$ cat config.mk
export PLATFORM = sky130hd
export DESIGN_NAME = forward_source_tracker_flat
export DESIGN_NICKNAME = d
export VERILOG_FILES = /design/src/rtl/forward_source_tracker_if.sv /design/src/rtl/forward_source_tracker.sv /design/src/flat_wrapper.sv
export SDC_FILE = /design/constraint.sdc
export NUM_CORES = 1
export LEC_CHECK = 0
export BUFFER_PORTS_ARGS = -buffer_cell sky130_fd_sc_hd__clkbuf_2
export CORE_ASPECT_RATIO = 1.1
export CORE_UTILIZATION = 42
export DETAILED_ROUTE_END_ITERATION = 12
export PLACE_DENSITY = 0.77
export SLEW_MARGIN = 10
export SYNTH_ARGS = -nofsm -noshare
export SYNTH_HDL_FRONTEND = slang
export SYNTH_SLANG_ARGS = --single-unit
$ cat constraint.sdc
create_clock -name clk -period 3.73 [get_ports clk]
set_input_delay 0.746 -clock clk [delete_from_list [all_inputs] [get_ports clk]]
set_output_delay 0.746 -clock clk [all_outputs]
set_load 0.03 [all_outputs]
$ cat src/rtl/forward_source_tracker_if.sv
// Bundle between the EX/M/W forwarding tracker and its surroundings:
// pipeline control, the EX result, the load response, and the bypass /
// write-back outputs. The tracker takes the slave view.
interface forward_source_tracker_if #(
  parameter int DATA_WIDTH = 32,
  parameter int REG_BITS   = 5
);
  logic                  hold;
  logic                  flush;
  logic                  exValid;
  logic [REG_BITS-1:0]   exReg;
  logic                  exReady;
  logic [DATA_WIDTH-1:0] exValue;
  logic                  memRespValid;
  logic [DATA_WIDTH-1:0] memRespData;
  logic                  stallMem;
  logic                  src1Valid;
  logic [REG_BITS-1:0]   src1Reg;
  logic [DATA_WIDTH-1:0] src1Value;
  logic                  src2Valid;
  logic [REG_BITS-1:0]   src2Reg;
  logic [DATA_WIDTH-1:0] src2Value;
  logic                  wbEn;
  logic [REG_BITS-1:0]   wbReg;
  logic [DATA_WIDTH-1:0] wbValue;
  logic                  respTimeout;

  modport master (
    output hold, flush, exValid, exReg, exReady, exValue, memRespValid, memRespData,
    input  stallMem, src1Valid, src1Reg, src1Value, src2Valid, src2Reg, src2Value,
           wbEn, wbReg, wbValue, respTimeout
  );

  modport slave (
    input  hold, flush, exValid, exReg, exReady, exValue, memRespValid, memRespData,
    output stallMem, src1Valid, src1Reg, src1Value, src2Valid, src2Reg, src2Value,
           wbEn, wbReg, wbValue, respTimeout
  );
endinterface

$ cat src/rtl/forward_source_tracker.sv
// Tracks results in flight in the M and W stages and presents them as
// bypass sources (M -> src1, W -> src2). Loads park in M until their data
// returns; responses owed to flushed loads are counted and thrown away.
module forward_source_tracker #(
  parameter int DATA_WIDTH = 32,
  parameter int REG_BITS   = 5,
  parameter int TIMEOUT    = 255
) (
  input  logic clk,
  input  logic resetn,
  forward_source_tracker_if.slave bus
);
  localparam int WW = (TIMEOUT > 0) ? $clog2(TIMEOUT + 1) : 1;
  localparam logic [WW-1:0] TMAX = WW'(TIMEOUT);

  logic                  mActive, mReady;
  logic [REG_BITS-1:0]   mReg;
  logic [DATA_WIDTH-1:0] mValue;
  logic                  wActive;
  logic [REG_BITS-1:0]   wReg;
  logic [DATA_WIDTH-1:0] wValue;
  logic [2:0]            dropCnt;
  logic [WW-1:0]         waitCnt;
  logic                  respTimeout;

  logic mPending, advM, respHit, dropInc, dropDec;

  assign mPending = mActive && !mReady;
  assign advM     = !bus.hold && !mPending;
  // A beat only completes the load in M if nothing older is owed a drop and
  // M is not being flushed this same cycle (then the beat is the flushed load's).
  assign respHit  = bus.memRespValid && (dropCnt == 3'd0) && mPending && !bus.flush;
  assign dropDec  = bus.memRespValid && (dropCnt != 3'd0);
  assign dropInc  = bus.flush && mPending && !(bus.memRespValid && (dropCnt == 3'd0));

  // M/W stage movement: flush > hold > advance > bubble into W.
  always_ff @(posedge clk or negedge resetn) begin
    if (!resetn) begin
      mActive <= 1'b0;
      mReady  <= 1'b0;
      mReg    <= '0;
      mValue  <= '0;
      wActive <= 1'b0;
      wReg    <= '0;
      wValue  <= '0;
    end else if (bus.flush) begin
      mActive <= 1'b0;
      mReady  <= 1'b0;
      mReg    <= '0;
      mValue  <= '0;
      if (!bus.hold) begin
        wActive <= 1'b0;
        wReg    <= '0;
        wValue  <= '0;
      end
    end else if (bus.hold) begin
      if (respHit) begin
        mValue <= bus.memRespData;
        mReady <= 1'b1;
      end
    end else if (advM) begin
      wActive <= mActive;
      wReg    <= mReg;
      wValue  <= mValue;
      if (bus.exValid) begin
        mActive <= 1'b1;
        mReady  <= bus.exReady;
        mReg    <= bus.exReg;
        mValue  <= bus.exReady ? bus.exValue : '0;
      end else begin
        mActive <= 1'b0;
        mReady  <= 1'b0;
        mReg    <= '0;
        mValue  <= '0;
      end
    end else begin
      wActive <= 1'b0;
      wReg    <= '0;
      wValue  <= '0;
      if (respHit) begin
        mValue <= bus.memRespData;
        mReady <= 1'b1;
      end
    end
  end

  // Count of outstanding responses that belong to flushed loads, saturating at 7.
  always_ff @(posedge clk or negedge resetn) begin
    if (!resetn) begin
      dropCnt <= 3'd0;
    end else if (dropInc && !dropDec) begin
      if (dropCnt != 3'd7) dropCnt <= dropCnt + 3'd1;
    end else if (dropDec && !dropInc) begin
      dropCnt <= dropCnt - 3'd1;
    end
  end

  // Load wait timer and sticky timeout flag; TIMEOUT=0 pins the timer at 0.
  always_ff @(posedge clk or negedge resetn) begin
    if (!resetn) begin
      waitCnt     <= '0;
      respTimeout <= 1'b0;
    end else if (!mPending) begin
      waitCnt <= '0;
    end else if (waitCnt != TMAX) begin
      waitCnt <= waitCnt + 1'b1;
      if ((TIMEOUT != 0) && ((waitCnt + 1'b1) == TMAX)) respTimeout <= 1'b1;
    end
  end

  assign bus.stallMem    = mPending;
  assign bus.src1Valid   = mActive && mReady;
  assign bus.src1Reg     = mActive ? mReg : '0;
  assign bus.src1Value   = mValue;
  assign bus.src2Valid   = wActive;
  assign bus.src2Reg     = wActive ? wReg : '0;
  assign bus.src2Value   = wValue;
  assign bus.wbEn        = wActive && !bus.hold && (wReg != '0);
  assign bus.wbReg       = wReg;
  assign bus.wbValue     = wValue;
  assign bus.respTimeout = respTimeout;
endmodule

$ cat src/flat_wrapper.sv
// flat-port wrapper written by rule: the top's interface ports become plain ports
module forward_source_tracker_flat 
#(
  parameter int DATA_WIDTH = 32,
  parameter int REG_BITS   = 5,
  parameter int TIMEOUT    = 255
)
  (clk, resetn, bus_hold, bus_flush, bus_exValid, bus_exReg, bus_exReady, bus_exValue, bus_memRespValid, bus_memRespData, bus_stallMem, bus_src1Valid, bus_src1Reg, bus_src1Value, bus_src2Valid, bus_src2Reg, bus_src2Value, bus_wbEn, bus_wbReg, bus_wbValue, bus_respTimeout);
  forward_source_tracker_if #(.DATA_WIDTH(DATA_WIDTH), .REG_BITS(REG_BITS)) bus_i ();
  input  logic clk;
  input  logic resetn;
  input wire logic [$bits(bus_i.hold)-1:0] bus_hold;
  input wire logic [$bits(bus_i.flush)-1:0] bus_flush;
  input wire logic [$bits(bus_i.exValid)-1:0] bus_exValid;
  input wire logic [$bits(bus_i.exReg)-1:0] bus_exReg;
  input wire logic [$bits(bus_i.exReady)-1:0] bus_exReady;
  input wire logic [$bits(bus_i.exValue)-1:0] bus_exValue;
  input wire logic [$bits(bus_i.memRespValid)-1:0] bus_memRespValid;
  input wire logic [$bits(bus_i.memRespData)-1:0] bus_memRespData;
  output wire logic [$bits(bus_i.stallMem)-1:0] bus_stallMem;
  output wire logic [$bits(bus_i.src1Valid)-1:0] bus_src1Valid;
  output wire logic [$bits(bus_i.src1Reg)-1:0] bus_src1Reg;
  output wire logic [$bits(bus_i.src1Value)-1:0] bus_src1Value;
  output wire logic [$bits(bus_i.src2Valid)-1:0] bus_src2Valid;
  output wire logic [$bits(bus_i.src2Reg)-1:0] bus_src2Reg;
  output wire logic [$bits(bus_i.src2Value)-1:0] bus_src2Value;
  output wire logic [$bits(bus_i.wbEn)-1:0] bus_wbEn;
  output wire logic [$bits(bus_i.wbReg)-1:0] bus_wbReg;
  output wire logic [$bits(bus_i.wbValue)-1:0] bus_wbValue;
  output wire logic [$bits(bus_i.respTimeout)-1:0] bus_respTimeout;
  assign bus_i.hold = bus_hold;
  assign bus_i.flush = bus_flush;
  assign bus_i.exValid = bus_exValid;
  assign bus_i.exReg = bus_exReg;
  assign bus_i.exReady = bus_exReady;
  assign bus_i.exValue = bus_exValue;
  assign bus_i.memRespValid = bus_memRespValid;
  assign bus_i.memRespData = bus_memRespData;
  assign bus_stallMem = bus_i.stallMem;
  assign bus_src1Valid = bus_i.src1Valid;
  assign bus_src1Reg = bus_i.src1Reg;
  assign bus_src1Value = bus_i.src1Value;
  assign bus_src2Valid = bus_i.src2Valid;
  assign bus_src2Reg = bus_i.src2Reg;
  assign bus_src2Value = bus_i.src2Value;
  assign bus_wbEn = bus_i.wbEn;
  assign bus_wbReg = bus_i.wbReg;
  assign bus_wbValue = bus_i.wbValue;
  assign bus_respTimeout = bus_i.respTimeout;
  forward_source_tracker #(.DATA_WIDTH(DATA_WIDTH), .REG_BITS(REG_BITS), .TIMEOUT(TIMEOUT)) u_core (.clk(clk), .resetn(resetn), .bus(bus_i));
endmodule
* Word level (Yosys, flattened, before mapping)
Cells that the tools add are included.
** Operators by class
- Eq/ne operators :: 6
- Reduce and logical (&&, ||, !) cells :: 28
- Add/subtract/negate cells :: 3
- Muxes and demuxes :: 38
** Operators with widths (count)
- 32-bit 2-to-1 mux :: 10
- 5-bit 2-to-1 mux :: 10
- 8-bit 2-to-1 mux :: 2
- 1-bit logical AND :: 13
- 1-bit 2-to-1 mux :: 13
- 3-bit 2-to-1 mux :: 3
- 8-bit by 1-bit adder with 8-bit output (second input constant) :: 1
- 8-bit equality test (second input constant) :: 1
- 8-bit inequality test (second input constant) :: 1
- 1-bit zero test :: 7
- 5-bit nonzero test :: 1
- 2-bit inequality test (second input constant) :: 2
- 2-bit AND reduction :: 2
- 2-bit nonzero test :: 2
- 3-bit by 1-bit adder with 3-bit output (second input constant) :: 1
- 3-bit zero test :: 1
- 3-bit inequality test (second input constant) :: 1
- 3-bit AND reduction :: 1
- 3-bit nonzero test :: 1
- 3-bit by 1-bit subtractor with 3-bit output (second input constant) :: 1
- 2-bit by 1-bit inequality test with 1-bit output (second input constant) :: 1
** Storage, ports and cells
- Output and inout port bits :: 116
- Input bits :: 76
- Flip-flop bits (word level) :: 89
- Word-level logic and storage cells :: 85

* Logic depth before layout (Yosys ltp)
- Word-level depth :: 8
- Mapped depth :: 8
- Gate-level depth less buffers :: 5

* Worst setup path before layout
OpenSTA, ideal clock, no wires.
- Kind :: input -> output
- Start :: in bus_hold
- End :: out bus_wbEn
- Arrival :: 1.904 ns
- Stages :: 3
- Setup slack :: 1.080 ns
- Path buffers :: 2
- Cells stage by stage :: clkbuf_1 -> clkbuf_1 -> nor3b_1
** Between the ends
- Cells in the longest elaborated chain, start to end :: 3
** RTL lines
- from (decl) :: line flat_wrapper.sv:12 : input wire logic [$bits(bus_i.hold)-1:0] bus_hold;
- 1-bit zero test :: line forward_source_tracker.sv:118 : assign bus.wbEn = wActive && !bus.hold && (wReg != '0);
- 1-bit logical AND (2 in a row) :: line forward_source_tracker.sv:118
- to (decl) :: line flat_wrapper.sv:27 : output wire logic [$bits(bus_i.wbEn)-1:0] bus_wbEn;
No other way between the ends.

* Worst setup path in the final report
- Start :: reg u_core.mActive
- End :: out bus_stallMem
** Between the ends
- Cells in the longest elaborated chain, start to end :: 1
** RTL lines
- from (decl) :: line forward_source_tracker.sv:16 : logic mActive, mReady;
- from (signal assigned) :: line forward_source_tracker.sv:39 : mActive <= 1'b0;
- from (signal assigned) :: line forward_source_tracker.sv:47 : mActive <= 1'b0;
- from (signal assigned) :: line forward_source_tracker.sv:66 : mActive <= 1'b1;
- 1-bit logical AND :: line forward_source_tracker.sv:28 : assign mPending = mActive && !mReady;
- to (decl) :: line flat_wrapper.sv:20 : output wire logic [$bits(bus_i.stallMem)-1:0] bus_stallMem;
No other way between the ends.

==> summary by stage <==
Critical path
The slack of the worst reg-to-reg path is 1440 ps. For the worst setup path, the data required time is 2980 ps. In this run the worst path has a maximum fanout of 12. The critical path data arrival time is 1730 ps. The worst setup path is launched from a register.

The kind of end point of the critical path is an output port. The path type of the worst setup path is register to output port.

Drt
Dividing the detail-routed wire length by the instance count gives 17.02 um. The number of vias per cell after detailed routing is 5.326. The via count is 3382. Before antenna repair, the detailed router went through 10 iterations. The number of DRC markers after the initial detailed-route iteration is 133.

The final routed wirelength across all metal layers is 10810 um. Once detail routing completed, the nets flagged for antenna violations numbered 0. The remaining routing DRC violations is 16.

Clock tree
At the later pin of the worst-skew pair, clock insertion delay measures 350 ps. TritonCTS built the clock tree. Once the clock tree was built, the resizer swapped 0 gates to a different size. The root buffer selected by CTS is clkbuf_8. Buffers inserted during clock tree synthesis total 9.

The number of sinks on the clock net is 89. The maximum level of the CTS H-tree is 3. The setup fix buffers added after clock tree synthesis is 0. The worst-case clock buffer depth is 2. The clock slew at the register clock pins of the worst setup and hold paths is 80 ps. The number of hold buffers added after cts is 0.

Synthesis
After synthesis the netlist holds a flip-flop and latch count of 89. The biggest area consumer among synthesized cells is dfrtp_1. The mean post-synth cell area is 11.79 um2. Sorting the synthesized cells by area gives the leading types as dfrtp_1 (52%), mux2i_1 (8.0%), a22o_1 (7.8%). The combined area of all synthesized cells is 0.004267 mm2. The number of nets handed over by synthesis was 441.

The number of different library cells used by synthesis comes to 44. The share of synthesized area occupied by flip-flops and latches is 52.20%. In the synthesized netlist the dominant register cell turns out to be dfrtp_1. The warning count from the yosys run is 0.

The proportion of register bits with asynchronous set or reset after synthesis is 100.0%. In this run, synthesis inferred 0 flip-flops with an integrated enable. In this run the biggest area consumer among cell types represents 52.20% of the synthesized area. The cell count after synthesis is 362.

Placed design
The global placement routability congestion is 0.8253. The sum of net half-perimeters after detailed placement is 7688 um. After detailed placement, the total cell area comes to 0.005024 mm2. Prior to clock tree synthesis, the placed netlist has a worst setup slack of 1050 ps. During placement, the flow inserted port buffers numbering 191.

Final layout
The number of diodes is 0. The synthesis-to-finish area growth is 22.52%. The final non-filler cell area is 0.005228 mm2. At the end of the flow, the number of nets in the layout was 590. The fraction of final layout cells sized beyond drive strength 1 is 42.14%.

Timing
After routing, the total negative slack on setup checks comes to 0 ps. The upper clock frequency limit is 0.4041 GHz. The transition time at the pin with the least slew margin is 802.2 ps.

The setup clock skew after layout is 8.136 ps. The share of the clock period used by the worst path after layout is 66.35%. The final critical delay including setup and external delays is 2475 ps. The final setup violation count is 0. Setup repair after global routing left no endpoint under its margin.

The final max-slew violation count is 0. The final number of hold-violating endpoints is 0. Across all setup checks in the final design, the least slack found is 1255 ps. Measured against its own limit, the worst slew margin works out to 46.52%.

Pwr
The largest vdd supply drop is 0.2277 mV. The internal portion of the total power is 1480 uW. The leakage power summed over all cells is 0.002940 uW. The power per standard cell area is 397.4 mW/mm2. Of the total power, the clock network draws 32.4%. Sequential cells account for 50.9% of the total power. In this run the power spent charging and discharging nets is 597.0 uW. The proportion of power drawn by combinational gates is 16.6%. The net switching share of the total power is 28.74%.

Global routing
The maximum number of pins on one net before global-route repair is 64. The number of global-route vias before repair was 3144. Summed over all layers, the global routing overflow is 0. The first global-routing pass estimated 16440 um of wire. The number of antenna violations at the first check in global routing was 0. The overall fraction of global-route tracks in use is 20.30%.

Floorplanning
The floorplan has 38 rows. The core region is 0.009889 mm2. The floorplan die width is 98.10 um. From bottom edge to top edge, the die measures 107.7 um.

The initial cell density of the core is 43.14%. The full die area is 0.01057 mm2. The count of boundary I/O pins is 192.

Run status
The run finished, with violations left. The checks that failed: design-rule violations.

Flow run
The number of max-cap violations is 0.

Hold path
The class of the most critical hold timing path is register to register.
## layout by cell type, fill, tap and decap left out, types with 2 or more instances in the layout
cell,instances
a211oi_1,2
a21o_1,2
a21oi_1,14
a22o_1,38
and2_1,11
and3_1,3
buf_4,6
clkbuf_2,190
clkbuf_8,11
clkinv_4,2
dfrtp_1,89
ha_1,2
inv_1,6
mux2i_1,34
nand2_1,12
nand2b_1,3
nand3_1,5
nand3b_1,3
nor2_1,14
nor3_1,6
o211ai_1,2
o21ai_0,3
o2bb2ai_1,32
xnor2_1,3
## final timing paths
| check | from | end | cells past startpoint |
|---|---|---|---|
| hold / removal | u_core.bus.respTimeout | u_core.bus.respTimeout | 2 |
| hold reg to reg | u_core.bus.respTimeout | u_core.bus.respTimeout | 2 |
| setup / recovery | u_core.mActive | bus_stallMem | 3 |
| setup reg to reg | u_core.mActive | u_core.bus.src1Value[20] | 5 |
| min in group asynchronous | resetn | u_core.waitCnt[3] | 1 |
| max in group asynchronous | resetn | u_core.bus.src1Value[24] | 2 |
## cell families (layout without fill, tap and decap cells)
family,Yosys count,count (layout),share of synthesized area [%]
AO/OA/AOI/OAI,99,99,18.59
flip-flops,89,89,52.20
AND/OR/NAND/NOR,67,67,9.003
buffers and inverters,66,219,10.35
multiplexers,34,34,7.977
XOR/XNOR,4,4,0.8213
adder cells (fa/ha/maj),3,3,1.056
## routing by layer
metal / share of wire [%] / GRT usage [%]
met5: 0 / 0
met4: 1.2 / 8.442
met3: 5.9 / 3.377
met2: 51 / 34.26
met1: 42 / 25.86
## worst max-delay path, cell delays in order, from the launching register on
cell	delay, ps
dfrtp_1	550
nand2b_1	270
inv_2	300
clkbuf_2	260
## synthesized netlist by cell type, types with 2 or more instances
master,count
nand2b_1,3
a211oi_1,2
clkbuf_1,7
ha_1,2
buf_4,37
o211ai_1,2
a21oi_1,14
buf_2,8
o21ai_0,3
nand3b_1,3
and2_1,11
a22o_1,38
a21o_1,2
buf_6,6
nand2_1,12
nor3_1,6
nor2_1,14
mux2i_1,34
dfrtp_1,89
and3_1,3
xnor2_1,3
inv_1,6
o2bb2ai_1,32
nand3_1,5
## registers in the layout (all words and copies together), names as in the netlist, 3 cells and up
name                  count
u_core.bus.src1Value     32
u_core.bus.src2Value     32
u_core.waitCnt            8
u_core.bus.wbReg          5
u_core.mReg               5
u_core.dropCnt            3
## power by group through the flow
stage / sequential [uW] / combinational, uW / clock [uW]
floorplan: 1100 / 196 / 0
global placement: 1070 / 330 / 0
detailed placement: 1080 / 342 / 0
CTS: 1060 / 342 / 700
global route: 1060 / 379 / 733
finish: 1060 / 345 / 674
## per-stage QoR
step | std cells | hold WS (ps) | util, % | power [uW]
final | 635 | 466.0 | 52.86 | 2077
after floorplan | 362 | 450.4 | - | 1295
after global routing | 635 | 487.5 | 52.86 | 2175
after detailed placement | 620 | 456.3 | 50.80 | 1418
after global placement | 620 | 451.4 | 50.80 | 1404
after CTS | 635 | 475.4 | 52.86 | 2100
## cell type report
class / instances / area (um2)
clock buffers: 11 / 151.4
clock inverters: 4 / 52.55
fillers: 850 / 4662
inverters: 7 / 26.28
multi-input cells: 207 / 1604
flip-flops and latches: 89 / 2227
well taps: 120 / 150.1
repair buffers: 197 / 1016
No activity file was read; power rests on OpenSTA's default activity.
